## src/rtl/fetch_sequencer.sv

```systemverilog
// Instruction fetch sequencer: drives a synchronous ROM and loads the decoder IR, first instruction 2 edges after reset.
// iStall freezes all state and gates oRomEn; each redirect costs exactly two invalid decode slots.
module fetch_sequencer #(
    parameter logic [9:0]  RESET_VECTOR = 10'h000,
    parameter logic [15:0] NOP_INSTR    = 16'h0000,
    parameter logic [15:0] HALT_INSTR   = 16'hFFFF
) (
    input  logic        Clock,
    input  logic        Reset,
    input  logic        iStall,
    input  logic        iBranch_taken,
    input  logic        iJumpTaken,
    input  logic [9:0]  iBranch_dir,
    input  logic [15:0] iRomData,
    output logic [9:0]  oRomAddr,
    output logic        oRomEn,
    output logic [15:0] oInstruction,
    output logic        oInstrValid,
    output logic [9:0]  oPC,
    output logic        oHalted
);

    typedef enum logic [1:0] {BOOT, RUN, FLUSH, HALT} state_t;

    state_t     state;
    logic [9:0] fetchPc;
    logic [9:0] tagPc;
    logic       advance;
    logic       redirect;
    logic       haltHit;

    assign advance  = (state != HALT) && !iStall;
    assign redirect = (iBranch_taken || iJumpTaken) && oInstrValid && !iStall;
    assign haltHit  = (oInstruction == HALT_INSTR) && oInstrValid && !iStall;
    assign oRomEn   = advance && !Reset;
    assign oRomAddr = fetchPc;

    always_ff @(posedge Clock) begin
        if (Reset) begin
            state        <= BOOT;
            fetchPc      <= RESET_VECTOR;
            tagPc        <= RESET_VECTOR;
            oPC          <= RESET_VECTOR;
            oInstruction <= NOP_INSTR;
            oInstrValid  <= 1'b0;
            oHalted      <= 1'b0;
        end else if (advance) begin
            fetchPc <= redirect ? iBranch_dir : fetchPc + 10'd1;
            tagPc   <= fetchPc;
            case (state)
                BOOT, FLUSH: state <= RUN;
                RUN: begin
                    // A halt word wins over any branch decoded alongside it.
                    if (haltHit) begin
                        state        <= HALT;
                        oHalted      <= 1'b1;
                        oInstruction <= NOP_INSTR;
                        oInstrValid  <= 1'b0;
                    end else if (redirect) begin
                        state        <= FLUSH;
                        oInstruction <= NOP_INSTR;
                        oInstrValid  <= 1'b0;
                    end else begin
                        oInstruction <= iRomData;
                        oInstrValid  <= 1'b1;
                        oPC          <= tagPc;
                    end
                end
                default: state <= state;
            endcase
        end
    end

endmodule

```

## config.mk

```make
export PLATFORM = sky130hd
export DESIGN_NAME = fetch_sequencer
export DESIGN_NICKNAME = d
export VERILOG_FILES = /design/src/rtl/fetch_sequencer.sv
export SDC_FILE = /design/constraint.sdc
export NUM_CORES = 1
export LEC_CHECK = 0
export CAP_MARGIN = 15
export CORE_MARGIN = 2
export CORE_UTILIZATION = 47
export DETAILED_ROUTE_END_ITERATION = 10
export GPL_TIMING_DRIVEN = 0
export PLACE_DENSITY = 0.86
export SLEW_MARGIN = 20
export SYNTH_ARGS = -nofsm -noshare
export SYNTH_HDL_FRONTEND = slang
export SYNTH_SLANG_ARGS = --single-unit
```

## constraint.sdc

```tcl
create_clock -name Clock -period 1.8 [get_ports Clock]
set_input_delay 0.45 -clock Clock [delete_from_list [all_inputs] [get_ports Clock]]
set_output_delay 0.45 -clock Clock [all_outputs]
set_load 0.05 [all_outputs]
```

==> run metrics, run 1 <==
RSZ-0062 raised after global routing false; number of CTS-inserted buffers 5; final hold violation count 0; root buffer cell clkbuf_8; DR top layer met4; crit path max fanout 6; Worst setup SP type flop; sequential fraction of the synthesis area 42.0%; fraction of the mapped netlist area in adder cells 0.524%; Hold WC Path Type flop to flop; Final GP Congestion 0.871; final core utilization 68.1%; worst r2r src state[0]; synthesized area 2390 µm²; die span in y 75.3 µm; post-synthesis mux area share 4.61%; Synth Flop Type dfxtp_1; Crit path max-delay family buffers and inverters; Via density 5.37; Achievable Freq 0.564 GHz; status finished clean; Routed met1 length 2420 µm; Yosys Warn Count 0; final antenna-violating net count 0; Synthesized Nets 293; clock buffer depth 2; n_diodes 0; Pwr Total 2.42 mW; Placed Cells 396; Detailed Route WL 5840 µm; PortBufs 68; first drt pass iteration count 5; critical path class flop to output port; CTS clk-pin slew, worst paths 100 ps; Synth Area in XOR/XNOR 0%; Post-DP HPWL 4190 µm; Compound-Gate Fraction of Synth Area 25.2%; number of synthesized flops with an enable pin 0; hold-fix buffers at CTS 0; final net count 369; setup TNS 0 ps; clock skew 9.14 ps; Row Count 25; Synth Area in Simple Gates 19.3%; largest family of logic cells by synthesized area compound AO/OA/AOI/OAI gates; Worst Setup SP oRomAddr[5]; metal3 WL 340 µm; Setup crit end kind output port; DIE WIDTH 75.3 µm; LEAKAGE 1.36 nW; post-place setup slack -746 ps; CTS tree yes; final setup violation count 0; vias 2176; grt ovf 0; Reg2Reg Depth 5; R2R setup slack 180 ps; R2R Path End oInstruction[1]; Critical Path Slowest Stage Cell clkdlybuf4s15_1; DP Area 3170 µm²; largest net degree at the start of global routing 17; worst hold slack 460 ps; syn_area_per_cell 9.14 µm²; Synth top area share 42.0%; WL/cell 14.4 µm; Crit path arrival time 1320 ps; IO Count 70; crit-path cells clkdlybuf4s15_1; max-slew violation count 0; Yosys reg bits 50; worst-skew pair later-pin latency 310 ps; initial antenna violation count 0; vias in the first global route 1999; CP Buf/Inv Count 1; Core ar. 4820 µm²; Critical Path RT 1350 ps; Max IR drop VDD 0.370 mV; fraction of layout cells with a size suffix above 1 14.5%; drt drc 0; Post-Syn Instances 261; htree depth 2; slowest cell delay on critical path 540 ps; post-route setup slack 25.7 ps; fin area 3280 µm²; Distinct cells, synth 41; fraction of registers with async set/reset 0%; Max-cap violations 0; Power Dens Cells 736 nW/µm²; global-route wire length before repair 9410 µm; clk sinks 50; CP endpoint oRomAddr[5]; worst slew pin tran 526 ps; Starting DRT DRC Count 159; die area 5660 µm²; Starting Density 49.5%; Period minus WS final 1770 ps; Rel. slew slack 65.1%; Cell Count, Final, Fillers Out 405; ratio of final minimum period to clock period 98.6%; Levels on crit path 1; overall routing resource usage 21.7%; leading area contributor after synthesis dfxtp_1; synth top area cells dfxtp_1 (42%), o31ai_4 (8.0%), nand2_1 (6.9%), nand2b_1 (5.2%), mux2i_1 (4.6%); met2 WL post-DR 3010 µm; Area Overhead vs Synth 37.4%
==> worst min path at each step <==
stage	start	to	slack [ps]	depth (start not counted)
after detailed placement	tagPc[2]	tagPc[2]	450	2
final	tagPc[2]	tagPc[2]	460	2
after global placement	tagPc[3]	tagPc[3]	450	2
after global routing	tagPc[5]	tagPc[5]	490	2
after CTS	tagPc[2]	tagPc[2]	460	2
after floorplan	tagPc[0]	tagPc[0]	440	2
==> worst min-delay path, cell delays in order, from the launching register on <==
cell     delay, ps
dfxtp_1        320
nand2_1         50
a21oi_1         50
==> power breakdown <==
group	switching [mW]	total [mW]	internal, mW
logic	0.263	0.432	0.169
registers	0.0388	1.18	1.14
clock network	0.387	0.800	0.414
total	0.689	2.42	1.73
==> cell usage in the layout, fill, tap and decap left out, types with 7 or more instances in the layout <==
| cell type | Yosys | routed |
|---|---|---|
| nand2_1 | 44 | 44 |
| dfxtp_2 | 0 | 7 |
| inv_1 | 20 | 20 |
| nand2b_1 | 20 | 20 |
| clkdlybuf4s50_1 | 0 | 28 |
| o31ai_4 | 9 | 9 |
| o31ai_1 | 9 | 9 |
| dfxtp_1 | 50 | 43 |
| a211oi_1 | 9 | 8 |
| dlygate4sd2_1 | 0 | 35 |
| mux2i_1 | 11 | 11 |
| a21oi_1 | 20 | 20 |
==> cell families (layout without fill, tap and decap cells) <==
logic type | after synthesis | count (layout)
and+or+nand+nor | 88 | 88
AOI/OAI and AO/OA | 72 | 72
DFF | 50 | 50
buffers and inverters | 39 | 116
muxes | 11 | 11
adders and majority gates | 1 | 1
==> cell usage after synthesis, types with 2 or more instances <==
cell type and count:
a21o_1 2, buf_2 6, nand4_1 5, o32ai_1 2, a211oi_1 9, nand2_1 44
dfxtp_1 50, o31ai_1 9, inv_1 20, nand2b_1 20, o21ai_0 5, nor2_1 5
nor3_1 3, buf_6 2, a21oi_1 20, mux2i_1 11, a221oi_1 2, o22ai_1 5
nand3_1 3, o21bai_1 2, clkbuf_1 8, o31ai_4 9
==> metal layers <==
| layer | up-vias | global-route usage, % |
|---|---|---|
| met3 | 8 | 5.09 |
| met5 | - | 0 |
| met4 | 0 | 6.24 |
| li1 | 1064 | - |
| met1 | 1016 | 27.5 |
| met2 | 88 | 36.8 |
==> flip-flops by register name (all words and copies together), names as in the netlist <==
signal and flops:
oRomAddr 10, oInstrValid 1, oHalted 1, oPC 10, oInstruction 16, state 2
tagPc 10
==> cell type report <==
cell class                 count  area, µm²
clock inverter                 3       45.0
inverter                      20       75.1
fill                         405       1540
buffer                        19        143
tap                           67       83.8
timing repair buffer          69        638
clock buffer                   5       68.8
multi-input combinational    172       1220
sequential                    50       1010
==> what timing repair did <==
action | in CTS | in global routing
endpoints found under the hold margin | 0 | 0
gates resized for setup | 48 | 19
buffers inserted | 0 | 1
endpoints found under the setup margin | 84 | 36
pin swaps | 1 | 1
gates cloned | 0 | 0
(Power assumes the default switching activity.)
==> inputs of run 2 (changes only) <==
--- a/config.mk
+++ b/config.mk
@@ -9,8 +9,7 @@
 export CORE_MARGIN = 2
 export CORE_UTILIZATION = 47
 export DETAILED_ROUTE_END_ITERATION = 10
-export GPL_TIMING_DRIVEN = 0
-export PLACE_DENSITY = 0.86
+export PLACE_DENSITY = 0.89
 export SLEW_MARGIN = 20
 export SYNTH_ARGS = -nofsm -noshare
 export SYNTH_HDL_FRONTEND = slang
==> run 2 against run 1 <==
  * Register-to-register slack improved by 20 ps
  * Sequential cell count did not move
  * Clock power fell by 20%
  * Power fell by 5.3%
  * Hold slack improved by 0.89 ps
  * Sequential power barely moved
  * Largest power group unchanged
==> run metrics, run 2 (synthesized netlist as in run 1, its figures left out) <==
CTS clk-pin slew, worst paths 90 ps; Worst Hold Depth 2; register area 1010 µm²; Core ar. 4820 µm²; R2R Path End oPC[0]; post-CTS setup repair buffer count 0; Area Overhead vs Synth 37.1%; Hold WC Path Type flop to flop; max FFs per register 16; vias 2127; die area 5660 µm²; CP endpoint oRomEn; met2 WL post-DR 2690 µm; Levels on crit path 4; Post-DP HPWL 4210 µm; worst slew pin tran 360 ps; DIE WIDTH 75.3 µm; Period minus WS final 1780 ps; worst r2r src state[0]; Max IR drop VDD 0.418 mV; CP Buf/Inv Count 3; first drt pass iteration count 4; drt drc 0; R2R setup slack 200 ps; final setup violation count 0; RSZ-0062 raised after global routing false; Achievable Freq 0.561 GHz; htree depth 2; WL/cell 13.7 µm; Max-cap violations 0; worst-skew pair later-pin latency 300 ps; global-route wire length before repair 9200 µm; Reg2Reg Depth 5; Crit path arrival time 1330 ps; LEAKAGE 1.31 nW; Pwr Total 2.29 mW; metal3 WL 404 µm; Power Dens Cells 699 nW/µm²; clock skew 4.57 ps; final net count 372; clk sinks 50; fraction of layout cells with a size suffix above 1 25.9%; Critical Path Slowest Stage Cell dlygate4sd2_1; final hold violation count 0; Multi-input gate area 1200 µm²; CTS tree yes; n_diodes 0; Fillers 408; PortBufs 69; number of CTS-inserted buffers 5; vias in the first global route 2051; Setup crit end kind output port; Rel. slew slack 75.4%; Routed met1 length 2380 µm; Row Count 25; Final GP Congestion 0.879; commonest non-fill, non-tap cell in the layout buf_4; Biggest register oInstruction; most frequent cells in the layout buf_4 (55), nand2_1 (44), dfxtp_1 (43); critical path class input port to output port; Starting DRT DRC Count 163; status finished clean; Worst Setup SP Reset; initial antenna violation count 0; Via density 5.23; ratio of final minimum period to clock period 99.1%; Detailed Route WL 5560 µm; Critical Path RT 1350 ps; IO Count 70; clock buffer depth 2; largest net degree at the start of global routing 36; DR top layer met4; root buffer cell clkbuf_8; final antenna-violating net count 0; slowest cell delay on critical path 280 ps; overall routing resource usage 21.3%; crit-path cells dlygate4sd2_1 > buf_4 > a211oi_4 > buf_12; crit path max fanout 3; die span in y 75.3 µm; Worst setup SP type input port; grt ovf 0; Crit path max-delay family buffers and inverters; max-slew violation count 0; final core utilization 67.9%; setup TNS 0 ps; Starting Density 49.5%
## run 2: cell count changes in the layout (fill, tap and decap cells not counted), moves of 2 or more
cell and change:
buf_4 +51, dlygate4sd2_1 -33, clkbuf_1 -5, buf_2 -4, clkbuf_2 -4, buf_12 +3, buf_6 -2, clkdlybuf4s15_1 -2
clkinvlp_4 -2
## run 2: worst min-delay path by stage
stage / start / endpoint
2_1_floorplan: tagPc[0] / tagPc[0]
3_3_place_gp: tagPc[8] / tagPc[8]
3_5_place_dp: tagPc[4] / tagPc[4]
4_1_cts: tagPc[4] / tagPc[4]
5_1_grt: tagPc[7] / tagPc[7]
6_report: tagPc[1] / tagPc[1]
## run 2: power by group
group / total (mW) / switching, mW / internal, mW / leakage [nW]
clock: 0.642 / 0.373 / 0.269 / 0.0444
sequential: 1.19 / 0.0460 / 1.14 / 0.409
combinational: 0.454 / 0.255 / 0.200 / 0.854
## run 2: routing by layer
metal | vias to the layer above | global-route usage [%]
met4 | 0 | 8.19
met2 | 71 | 36.5
met5 | - | 0
met3 | 6 | 5.49
li1 | 1075 | -
met1 | 975 | 25.5
## run 2: through the flow
stage          worst slack, ps  cell area, µm²  hold WS (ps)  instances
3_3_place_gp              -274            3190           445        400
3_5_place_dp              -337            3190           449        400
2_1_floorplan             33.0            2410           437        261
4_1_cts                   19.2            3270           462        407
6_report                  16.5            3270           461        407
5_1_grt                   7.68            3270           475        407
## run 2: worst reg2reg max path, delay by kind of cell, from the launching register on
kind,cells,cell delay [ps]
AND/OR/NAND/NOR,2,400
buffers and inverters,1,240
flip-flops,1,520
AO/OA/AOI/OAI,1,140
multiplexers,1,230
## run 2: cell type report
| class | instances | share of cell area (%) |
|---|---|---|
| clock buffers | 5 | 2.10 |
| well taps | 67 | 2.56 |
| flip-flops and latches | 50 | 30.9 |
| repair buffers | 91 | 25.1 |
| inverters | 20 | 2.30 |
| clock inverters | 2 | 0.421 |
| multi-input cells | 172 | 36.6 |
## run 2: what timing repair did
action                                  4_1_cts  5_1_grt
gates resized for setup                       3        0
hold buffers                                  0        0
endpoints found under the setup margin        8        0
